### config.mk
export PLATFORM = sky130hd
export DESIGN_NAME = mask_drain
export DESIGN_NICKNAME = d
export VERILOG_FILES = /design/src/rtl/mask_drain.sv
export SDC_FILE = /design/constraint.sdc
export NUM_CORES = 1
export LEC_CHECK = 0
export BUFFER_PORTS_ARGS = -buffer_cell sky130_fd_sc_hd__buf_2
export CAP_MARGIN = 20
export CELL_PAD_IN_SITES_DETAIL_PLACEMENT = 2
export CELL_PAD_IN_SITES_GLOBAL_PLACEMENT = 2
export CORE_MARGIN = 3
export CORE_UTILIZATION = 23
export CTS_CLUSTER_SIZE = 20
export DETAILED_ROUTE_END_ITERATION = 12
export PLACE_DENSITY_LB_ADDON = 0.1
export SLEW_MARGIN = 5
export SYNTH_ARGS = -nofsm -noshare
export SYNTH_HDL_FRONTEND = slang
export SYNTH_SLANG_ARGS = --single-unit
### constraint.sdc
create_clock -name clk -period 3.6 [get_ports clk]
set_input_delay 0 -clock clk [delete_from_list [all_inputs] [get_ports clk]]
set_output_delay 0 -clock clk [all_outputs]
set_load 0.05 [all_outputs]
### src/rtl/mask_drain.sv
// mask_drain: accepts a request mask and emits its set bits one per beat,
// lowest position first, as one-hot plus binary index with a last flag.
module mask_drain #(
    parameter  int unsigned WIDTH = 4,
    localparam int unsigned IDXW  = (WIDTH > 2) ? $clog2(WIDTH) : 1
) (
    input  logic             clk,
    input  logic             rst_n,
    input  logic             in_valid,
    output logic             in_ready,
    input  logic [WIDTH-1:0] in_mask,
    output logic             out_valid,
    input  logic             out_ready,
    output logic [WIDTH-1:0] out_onehot,
    output logic [IDXW-1:0]  out_index,
    output logic             out_last,
    output logic             zero_mask
);

    typedef enum logic [0:0] {
        S_IDLE  = 1'b0,
        S_DRAIN = 1'b1
    } state_e;

    state_e           state_q, state_d;
    logic [WIDTH-1:0] rem_q, rem_d;
    logic             zero_q, zero_d;

    logic [WIDTH-1:0] low_bit;
    logic [WIDTH-1:0] rem_rest;

    // Lowest set bit of the remaining mask, and the mask with that bit removed.
    always_comb begin
        low_bit  = rem_q & (~rem_q + WIDTH'(1));
        rem_rest = rem_q & (rem_q - WIDTH'(1));
    end

    // State, remaining-mask and zero-pulse registers with synchronous reset.
    always_ff @(posedge clk) begin
        if (!rst_n) begin
            state_q <= S_IDLE;
            rem_q   <= '0;
            zero_q  <= 1'b0;
        end else begin
            state_q <= state_d;
            rem_q   <= rem_d;
            zero_q  <= zero_d;
        end
    end

    // Next-state: accept in IDLE, retire one bit per consumer handshake in DRAIN.
    always_comb begin
        state_d = state_q;
        rem_d   = rem_q;
        zero_d  = 1'b0;
        case (state_q)
            S_IDLE: begin
                if (in_valid) begin
                    if (in_mask == '0) begin
                        zero_d = 1'b1;
                    end else begin
                        rem_d   = in_mask;
                        state_d = S_DRAIN;
                    end
                end
            end
            S_DRAIN: begin
                if (out_ready) begin
                    rem_d = rem_rest;
                    if (rem_rest == '0) begin
                        state_d = S_IDLE;
                    end
                end
            end
            default: begin
                state_d = S_IDLE;
                rem_d   = '0;
            end
        endcase
    end

    // Outputs decoded purely from registered state; index is zero when idle.
    always_comb begin
        in_ready   = 1'b0;
        out_valid  = 1'b0;
        out_onehot = '0;
        out_index  = '0;
        out_last   = 1'b0;
        zero_mask  = zero_q;
        if (state_q == S_IDLE) begin
            in_ready = 1'b1;
        end else begin
            out_valid  = 1'b1;
            out_onehot = low_bit;
            out_last   = (rem_rest == '0);
            for (int unsigned i = 0; i < WIDTH; i++) begin
                if (low_bit[i]) begin
                    out_index = out_index | IDXW'(i);
                end
            end
        end
    end

endmodule

* Word level (Yosys, flattened, before mapping)
Cells that the tools add are included.
** Storage, ports and cells
- Register bits :: 6
- Input port bits :: 8
- Output and inout bits :: 10
- Word-level logic and storage cells :: 36
** Cells by class
- $add $sub $neg :: 2
- Eq/ne operators :: 3
- Muxes and demuxes :: 18
- Bitwise operators :: 6
- Reduce and logical (&&, ||, !) cells :: 4
** Operators with widths (count)
- 4-bit two-way mux :: 4
- 1-bit two-way mux :: 9
- 4-bit bitwise AND :: 2
- 4-bit zero test :: 2
- 4-bit one-hot mux with 2 select lines :: 1
- 2-bit two-way mux :: 3
- 2-bit != test (second input constant) :: 3
- 4-bit by 1-bit adder with 4-bit output (second input constant) :: 1
- 4-bit inverter :: 1
- 4-bit by 1-bit subtractor with 4-bit output (second input constant) :: 1
- 1-bit inverter :: 3
- 3-bit AND reduction :: 1
- 3-bit OR reduction :: 1
- 1-bit one-hot mux with 2 select lines :: 1

* Depth between registers and ports, before layout
Gate-level depths: netlist (run 1).
- Depth after elaboration :: 7
- Depth in mapped cells :: 4
- Depth with buffers taken out :: 3

* Worst setup path after synthesis (run 1)
OpenSTA, ideal clock, no wires.
- Path type :: reg2out
- Start point :: register state_q
- End point :: output port out_index[0]
- Arrival time :: 2838 ps
- Required time :: 3600 ps
- Setup slack :: 762 ps
- Stages on the path, launching flop included :: 5
- Path buffers :: 1
- Cell sequence :: dfxtp_1 > buf_2 > inv_1 > nor3_1 > nand2b_1
** On the way
- Longest elaborated chain between the ends :: 1
** Ends and longest elaborated chain
- from (decl) :: RTL line 25 : state_e state_q, state_d;
- from (signal assigned) :: RTL line 45 : state_q <= state_d;
- 2-bit two-way mux :: RTL line 90 : if (state_q == S_IDLE) begin
- to (decl) :: RTL line 15 : output logic [IDXW-1:0] out_index,
No other way between the ends.

* Worst setup path in the final report (run 1)
- Start point :: register state_q
- End point :: output port out_index[1]
Same word-level chain as after synthesis.

==> results.json, run 1 <==
{
  "syn_area_um2": 370.4,
  "fp.coreArea_um2": 1399,
  "cpPeakStageDelay_ps": 530,
  "crit_buf_inv": 1,
  "groute.usage.overall": 0.1382,
  "synthMuxAreaShare": 0.05405,
  "fmax_ghz": 0.6122,
  "dp_hpwl_um": 984.5,
  "grt_overflow": 0,
  "critPathCaptureType": "primary output",
  "finalCritPeriodShare": 0.4537,
  "nets": 76,
  "vias_per_cell": 5.358,
  "remaining_drc_errors": 0,
  "cts_hold_buffers": 0,
  "drive_above_1_share": 0.3485,
  "finalSetupTns_ps": 0,
  "final_util": 0.3515,
  "synth_top_family_by_area": "simple AND/OR/NAND/NOR gates",
  "synth_compound_area_frac": 0.2669,
  "cp_cell_sequence": "nor2b_1, and3_1, a31o_2, buf_2",
  "die_area_um2": 2128,
  "synth-simple-area-share": 0.2804,
  "design_area_um2": 491.7,
  "hold_class": "in -> reg",
  "numCtsBuffers": 3,
  "finClkSkew_ps": 2.807,
  "synth-xor-area-share": 0,
  "grt_setup_unrepaired": "false",
  "wl_per_cell_um": 15.22,
  "cellPowerDensity_nw_per_um2": 400.6,
  "dr.pass1.iters": 4,
  "avgSynthCellArea_um2": 7.880,
  "synth_cells": 47,
  "period_needed_ps": 1633,
  "drv_cap": 0,
  "wl_um": 1233,
  "reg2reg_depth": 3,
  "critPathSlowestCell": "dfxtp_1",
  "place_inst": 78,
  "post_cts_buffers": 0,
  "vias": 434,
  "n_antenna_cell": 0,
  "finalMaxSlewViolations": 0,
  "cp_data_arrival_time_ps": 1630,
  "max_slew_margin": 0.6619,
  "vdd_drop_max_uv": 177.3,
  "cp.required_ps": 3600,
  "clkTransAtPathRegs_ps": 50,
  "grt_max_degree": 12,
  "htreeDepth": 1,
  "finalHoldViolations": 0,
  "fin_cells": 81,
  "die_y_um": 46.13,
  "layout_common_cells": "buf_2, inv_1, dfxtp_1",
  "start_util": 0.2648,
  "area_growth_pct": 32.77,
  "critPathMaxFanout": 11,
  "rows": 13,
  "worst-path-stages": 4,
  "critPathTopFamily": "flip-flops",
  "grt_pass1_vias": 461,
  "cts_sinks": 6,
  "critPathKind": "reg -> out",
  "cts-root-buf": "clkbuf_4",
  "routabilityCongestion": 0.7218,
  "placed_cell_area_um2": 469.2,
  "min_path_cells": 3,
  "grt_pass1_wl_um": 2076,
  "ys_ff_latch": 6,
  "layout_commonest_cell": "buf_2",
  "leakagePower_nw": 0.2291,
  "ys_types": 25,
  "status": "finished, final reports clean",
  "power_w": 0.0001970,
  "pin_count": 18,
  "cts_tree": "done",
  "synth_fp_nets": 55,
  "worst_pin_slew_ps": 501.8,
  "cts_resized": 0,
  "clkLatencyLatePin_ps": 250,
  "drtAntennaViolNets": 0,
  "final-setup-viol-count": 0,
  "yosys_warnings": 0,
  "io_buffer_count": 17,
  "cts_buffer_depth": 2,
  "start_kind": "flop",
  "synthAdderAreaFrac": 0,
  "first_iter_violations": 3,
  "yosysSeqAreaShare": 0.3243,
  "die_width_um": 46.13,
  "antenna_found_initial": 0
}
-- metal layers --
metal,GRT usage,vias to the layer above,wire length (um)
met4,0.01705,0,0
met1,0.1776,209,578
met3,0.07031,0,70
met2,0.2115,10,584
met5,0,-,0
li1,-,215,-
-- worst register-to-register path: stages, from the launching register on --
cell	delay, ps
dfxtp_1	410
nand2b_1	240
o21ai_0	430
a311oi_1	150
-- flip-flops by register name, indices dropped and copies added, names as in the netlist --
signal,count
rem_q,4
state_q,1
zero_mask,1
-- kinds of logic after synthesis --
| group | after synthesis |
|---|---|
| simple gates | 19 |
| compound gates | 13 |
| buf+inv | 7 |
| flops | 6 |
| mux | 2 |
-- area by class of cell --
type / count / area, um2
sequential: 6 / 120.1
multi-input combinational: 34 / 222.7
inverter: 6 / 22.52
clock buffer: 3 / 22.52
fill: 173 / 907.1
tap: 15 / 18.77
timing repair buffer: 17 / 85.08
-- stage by stage --
stage / setup WS [ps] / hold WS, ps
floorplan: 762.5 / 117.6
global placement: 2227 / 278.8
detailed placement: 2234 / 274.5
CTS: 1960 / 14.54
global route: 1861 / 13.82
finish: 1967 / 12.60
-- power breakdown --
| group | internal (W) | switching (W) | leakage [nW] | total, W |
|---|---|---|---|---|
| Combinational | 0.0000173 | 0.0000381 | 0.166 | 0.0000553 |
| Sequential | 0.0000708 | 0.00000766 | 0.0492 | 0.0000785 |
| Clock | 0.0000378 | 0.0000254 | 0.0138 | 0.0000632 |
-- synth_stat cells, drive strengths merged --
cell type,count,area [um2]
a211oi,1,7.510
a21oi,2,13.76
a221o,1,10.01
a311o,1,10.01
a311oi,1,8.760
a31o,1,8.760
and3,1,6.260
buf,1,5.000
dfxtp,6,120.1
inv,6,22.52
mux2i,2,20.02
nand2,4,15.01
nand2b,2,12.51
nand3,2,10.01
nor2,1,3.750
nor2b,2,12.51
nor3,4,20.02
nor4,2,12.51
o21a,1,7.510
o21ai,2,10.01
o22ai,1,6.260
o31a,1,8.760
o31ai,1,7.510
or4,1,11.26
-- path summary, 6_finish.rpt --
check | startpoint | end | slack (ps)
worst max-delay path | state_q | out_index[1] | 1970
worst min-delay path | in_mask[0] | rem_q[0] | 10
worst max register to register | state_q | rem_q[2] | 2210
worst min register to register | rem_q[3] | rem_q[3] | 540
No activity file was read; power rests on OpenSTA's default activity.
==> run 2, diff against run 1 <==
ABC_AREA = 1   (was not set)
CORE_UTILIZATION = 19   (was 23)
clock period = 1.7 ns   (was 3.6 ns; I/O delays follow)
==> run 2 against run 1 <==
  * Clock power grew 140%
  * Sequential cell count stayed put
  * Global-route usage is 3.3 points lower
  * Die area rose by 14%
  * Via count decreased by 1.4%
  * Synthesized area decreased by 4.4%
  * Sequential power grew 110%
  * Routed wire length is 11% lower
  * Setup slack worse by 1700 ps
  * Utilization is 2.9 points lower
  * Largest cell class unchanged
==> results.json, run 2 <==
{
  "status": "finished, final reports clean",
  "finalSetupTns_ps": 0,
  "switchingPower_w": 0.0001713,
  "swShare": 0.3788,
  "start_kind": "flop",
  "htreeDepth": 1,
  "ys_async_sr_fraction": 0,
  "fp.coreArea_um2": 1629,
  "synth_cells": 56,
  "synthAdderAreaFrac": 0,
  "vias_per_cell": 4.196,
  "synth.top_cell.area_share": 0.3392,
  "finalCritPeriodShare": 0.8435,
  "hold_class": "in -> reg",
  "syn_area_um2": 354.1,
  "synth_top_family_by_area": "simple AND/OR/NAND/NOR gates",
  "clock_power_share": 0.330,
  "cts_tree": "done",
  "grt_pass1_vias": 459,
  "cpMostUsedCell": "nor2_2",
  "yosysSeqAreaShare": 0.3392,
  "finalHoldViolations": 0,
  "seqPwrFrac": 0.368,
  "drtAntennaViolNets": 0,
  "die_area_um2": 2418,
  "crit_buf_inv": 1,
  "area_growth_pct": 48.41,
  "vdd_drop_max_uv": 291.7,
  "clkLatencyLatePin_ps": 250,
  "dp_hpwl_um": 936.5,
  "synth_flop_cell": "dfxtp_1",
  "dr.pass1.iters": 4,
  "largest_reg_flops": 4,
  "nets": 87,
  "finClkSkew_ps": 12.83,
  "first_iter_violations": 7,
  "cp.required_ps": 1700,
  "synth_common_cells": "nand2_1, nor2_1, inv_1",
  "layout_common_cells": "buf_2, nand2_1, inv_1, nor2_1, dfxtp_1",
  "vias": 428,
  "critPathTopFamily": "simple AND/OR/NAND/NOR gates",
  "setup_ws_ps": 266.1,
  "max_slew_margin": 0.8334,
  "grt_setup_unrepaired": "false",
  "critPathKind": "reg -> out",
  "synth-xor-area-share": 0,
  "period_needed_ps": 1434,
  "grt_overflow": 0,
  "internal-power_w": 0.0002810,
  "antenna_found_initial": 0,
  "wl_per_cell_um": 10.80,
  "layout_commonest_cell": "buf_2",
  "cts-root-buf": "clkbuf_4",
  "yosys_warnings": 0,
  "yosysMostFrequentCell": "nand2_1",
  "final_util": 0.3226,
  "place_worst_setup_slack_ps": 498.3,
  "critPathMaxFanout": 5,
  "final-setup-viol-count": 0,
  "finalMaxSlewViolations": 0,
  "avgSynthCellArea_um2": 6.323,
  "cp_data_arrival_time_ps": 1430,
  "n_antenna_cell": 0,
  "wl_um": 1102,
  "combPwrFrac": 0.301,
  "ys_ff_latch": 6,
  "critPathCaptureType": "primary output",
  "synth_fp_nets": 64,
  "synth-simple-area-share": 0.4276,
  "fmax_ghz": 0.6974,
  "grt_max_degree": 10,
  "synth_compound_area_frac": 0.1484,
  "die_y_um": 49.17,
  "die_width_um": 49.17,
  "routabilityCongestion": 0.7244,
  "synthMuxAreaShare": 0,
  "io_buffer_count": 17,
  "numCtsBuffers": 3,
  "start_util": 0.2174,
  "rows": 14,
  "r2r_slack_ps": 630,
  "remaining_drc_errors": 0,
  "ys_types": 15,
  "yosys.area.top_type": "dfxtp_1",
  "pin_count": 18,
  "drive_above_1_share": 0.3846,
  "cellPowerDensity_nw_per_um2": 860.7,
  "power_w": 0.0004523,
  "regMostFlops": "rem_q",
  "critPathSlowestCell": "dfxtp_1",
  "drv_cap": 0,
  "synth_edf_count": 0,
  "yosys-top-cells-area": "dfxtp_1, nand2_1, nor2_1",
  "worst_pin_slew_ps": 249.6,
  "cp_cell_sequence": "nor2_2, nand3_1, nor2_2, or2_4, buf_2",
  "leakagePower_nw": 0.2811,
  "cts_sinks": 6,
  "groute.usage.overall": 0.1054,
  "cts_buffer_depth": 2,
  "grt_pass1_wl_um": 1932,
  "clkTransAtPathRegs_ps": 50,
  "cpPeakStageDelay_ps": 370
}
[run 2: path summary, 6_finish.rpt]
check        startpoint      endpoint  cells after the start
max            rem_q[1]  out_index[1]                      5
min          in_mask[0]      rem_q[0]                      3
max reg2reg    rem_q[1]       state_q                      6
min reg2reg     state_q       state_q                      2
[run 2: cell families after synthesis]
logic type             Yosys count
AND/OR/NAND/NOR                 33
AO/OA/AOI/OAI                    9
buffers and inverters            8
flip-flops                       6
[run 2: per-stage QoR]
step	area, um2	std cells	hold slack (ps)
finish	525.5	102	11.91
global route	525.5	102	25.92
CTS	525.5	102	8.321
detailed placement	489.2	97	231.2
global placement	489.2	97	231.2
floorplan	374.1	56	110.4
[run 2: power by group through the flow]
| stage | clock network [W] | logic, W | registers [W] |
|---|---|---|---|
| after detailed placement | 0 | 0.000137 | 0.000170 |
| after CTS | 0.000157 | 0.000139 | 0.000167 |
| after global routing | 0.000170 | 0.000149 | 0.000170 |
| after global placement | 0 | 0.000136 | 0.000170 |
| final | 0.000149 | 0.000136 | 0.000167 |
| after floorplan | 0 | 0.0000942 | 0.000174 |
[run 2: worst reg2reg max path, cell delays in order, from the launching register on]
cell and delay [ps]:
dfxtp_1 370, nor2_2 210, nor2_2 50, nor2_1 130, nand3_1 90, nand2_1 70
a21oi_1 50
[run 2: repair_timing]
| item | 4_1_cts | 5_1_grt |
|---|---|---|
| endpoints found under the hold margin | 1 | 0 |
| buffers inserted | 0 | 0 |
| hold buffers | 1 | 0 |
| resized for setup | 0 | 0 |
[run 2: layout make-up]
class                      instances  area [um2]
clock buffer                       4       26.28
fill                             218        1104
inverter                           8       32.53
multi-input combinational         42       217.7
sequential                         6       123.9
tap                               24       30.03
timing repair buffer              18       95.09
[run 2: layer usage]
metal	part of all wire	track usage	wire (um)	vias up
met5	0	0	0	-
met4	0.011	0.07109	12	0
met3	0.054	0.02752	60	2
met2	0.47	0.1763	517	11
met1	0.47	0.1152	513	193
li1	-	-	-	222
==> run 3, diff against run 2 <==
CORE_UTILIZATION = 18   (was 19)
clock period = 1.2 ns   (was 1.7 ns; I/O delays follow)
==> run 3 against run 2 <==
  * The flow now finishes with violations (setup timing)
  * Critical path depth is the same
  * Global-route usage barely moved
  * Sequential power increased by 44%
  * Setup slack worse by 330 ps
  * Register-to-register slack got worse by 480 ps
  * Total power is 48% higher
  * Clock skew shrank 3.1 ps
  * Largest cell class unchanged
==> results.json, run 3 (synthesis results as in run 2) <==
{
  "status": "finished with violations",
  "violations": "setup timing",
  "cts-root-buf": "clkbuf_4",
  "finalHoldViolations": 0,
  "layout_common_cells": "nand2_1, buf_2, inv_1, nor2_1",
  "combPwrFrac": 0.340,
  "nets": 89,
  "vias": 431,
  "grt_overflow": 0,
  "worst-path-stages": 5,
  "finalMaxSlewViolations": 0,
  "critPathSlowestCell": "dfxtp_4",
  "max_slew_margin": 0.8413,
  "vias_per_cell": 4.105,
  "final-setup-viol-count": 3,
  "critPathCaptureType": "primary output",
  "regMostFlops": "rem_q",
  "swShare": 0.3714,
  "setup_ws_ps": -68.71,
  "final_util": 0.3425,
  "grt_pass1_wl_um": 1952,
  "dr.pass1.iters": 4,
  "htreeDepth": 1,
  "wl_um": 1168,
  "critPathTopFamily": "simple AND/OR/NAND/NOR gates",
  "start_kind": "flop",
  "numCtsBuffers": 3,
  "place_inst": 98,
  "crit_buf_inv": 1,
  "cpPeakStageDelay_ps": 360,
  "die_area_um2": 2535,
  "place_worst_setup_slack_ps": 3.170,
  "period_needed_ps": 1269,
  "cts_buffer_depth": 2,
  "seqPwrFrac": 0.358,
  "cts_sinks": 6,
  "vdd_drop_max_uv": 316.7,
  "grt_max_degree": 10,
  "largest_reg_flops": 4,
  "fp.coreArea_um2": 1783,
  "cp_data_arrival_time_ps": 1270,
  "cp_cell_sequence": "nor2_4, nand3_2, nor2_4, or2_4, buf_8",
  "hold_class": "in -> reg",
  "finalCritPeriodShare": 1.057,
  "cp.required_ps": 1200,
  "clkTransAtPathRegs_ps": 50,
  "critPathMaxFanout": 5,
  "remaining_drc_errors": 0,
  "n_antenna_cell": 0,
  "fmax_ghz": 0.7882,
  "grt_pass1_vias": 448,
  "finClkSkew_ps": 9.743,
  "worst_pin_slew_ps": 236.3,
  "nFillCells": 217,
  "cellPowerDensity_nw_per_um2": 1099,
  "cts_tree": "done",
  "internal-power_w": 0.0004219,
  "io_buffer_count": 17,
  "power_w": 0.0006712,
  "leakagePower_nw": 0.3015,
  "first_iter_violations": 8,
  "drtAntennaViolNets": 0,
  "fin_cells": 105,
  "reg2reg_depth": 6,
  "antenna_found_initial": 0,
  "wl_per_cell_um": 11.12,
  "pin_count": 18,
  "clock_power_share": 0.302,
  "min_path_cells": 3,
  "die_y_um": 50.35,
  "die_width_um": 50.35,
  "rows": 15,
  "routabilityCongestion": 0.6907,
  "dp_hpwl_um": 912.5,
  "clkLatencyLatePin_ps": 250,
  "groute.usage.overall": 0.1049,
  "critPathKind": "reg -> out",
  "r2r_slack_ps": 150,
  "start_util": 0.1986,
  "cpMostUsedCell": "nor2_4",
  "drive_above_1_share": 0.4625,
  "area_growth_pct": 72.44,
  "switchingPower_w": 0.0002493,
  "drv_cap": 0,
  "layout_commonest_cell": "nand2_1",
  "fin_hold_ws_ps": 46.46,
  "grt_setup_unrepaired": "true"
}
[run 3: metrics by stage]
step / setup TNS (ps) / area [um2]
2_1_floorplan: -843.3 / 379.1
4_1_cts: -222.6 / 569.3
5_1_grt: -488.2 / 610.6
6_report: -152.8 / 610.6
3_5_place_dp: 0 / 495.5
3_3_place_gp: 0 / 495.5
[run 3: area by class of cell]
| type | instances | area [um2] | share of cell area |
|---|---|---|---|
| multi-input combinational | 42 | 240.2 | 0.3934 |
| timing repair buffer | 20 | 146.4 | 0.2398 |
| sequential | 6 | 128.9 | 0.2111 |
| inverter | 8 | 37.54 | 0.06148 |
| tap | 25 | 31.28 | 0.05123 |
| clock buffer | 4 | 26.28 | 0.04303 |
[run 3: path summary, 6_finish.rpt]
path                 start      endpoint
setup / recovery  rem_q[0]  out_index[1]
setup reg to reg   state_q      rem_q[1]
hold reg to reg   rem_q[1]      rem_q[1]
hold / removal       rst_n      rem_q[2]
[run 3: worst min-delay path, cell delays in order]
cell     delay [ps]
buf_2           130
o21ai_0          80
a21oi_1          40
[run 3: what timing repair did]
action | CTS | global route
setup buffers | 0 | 1
hold buffers | 2 | 0
setup endpoints to repair | 5 | 8
gates resized for setup | 11 | 10
hold endpoints to repair | 2 | 0
pin swaps | 1 | 3
[run 3: metal layers]
layer / global-route usage / up-vias / wire (um)
met5: 0 / - / 0
met4: 0.06726 / 0 / 13
met3: 0.02077 / 2 / 65
met2: 0.1739 / 12 / 580
met1: 0.1219 / 192 / 507
li1: - / 225 / -
[run 3: power by group through the flow]
stage          clock, W  combinational (W)  sequential (W)
6_report       0.000203           0.000228        0.000240
2_1_floorplan         0           0.000135        0.000248
4_1_cts        0.000215           0.000212        0.000241
3_3_place_gp          0           0.000193        0.000242
5_1_grt        0.000223           0.000250        0.000243
3_5_place_dp          0           0.000195        0.000242
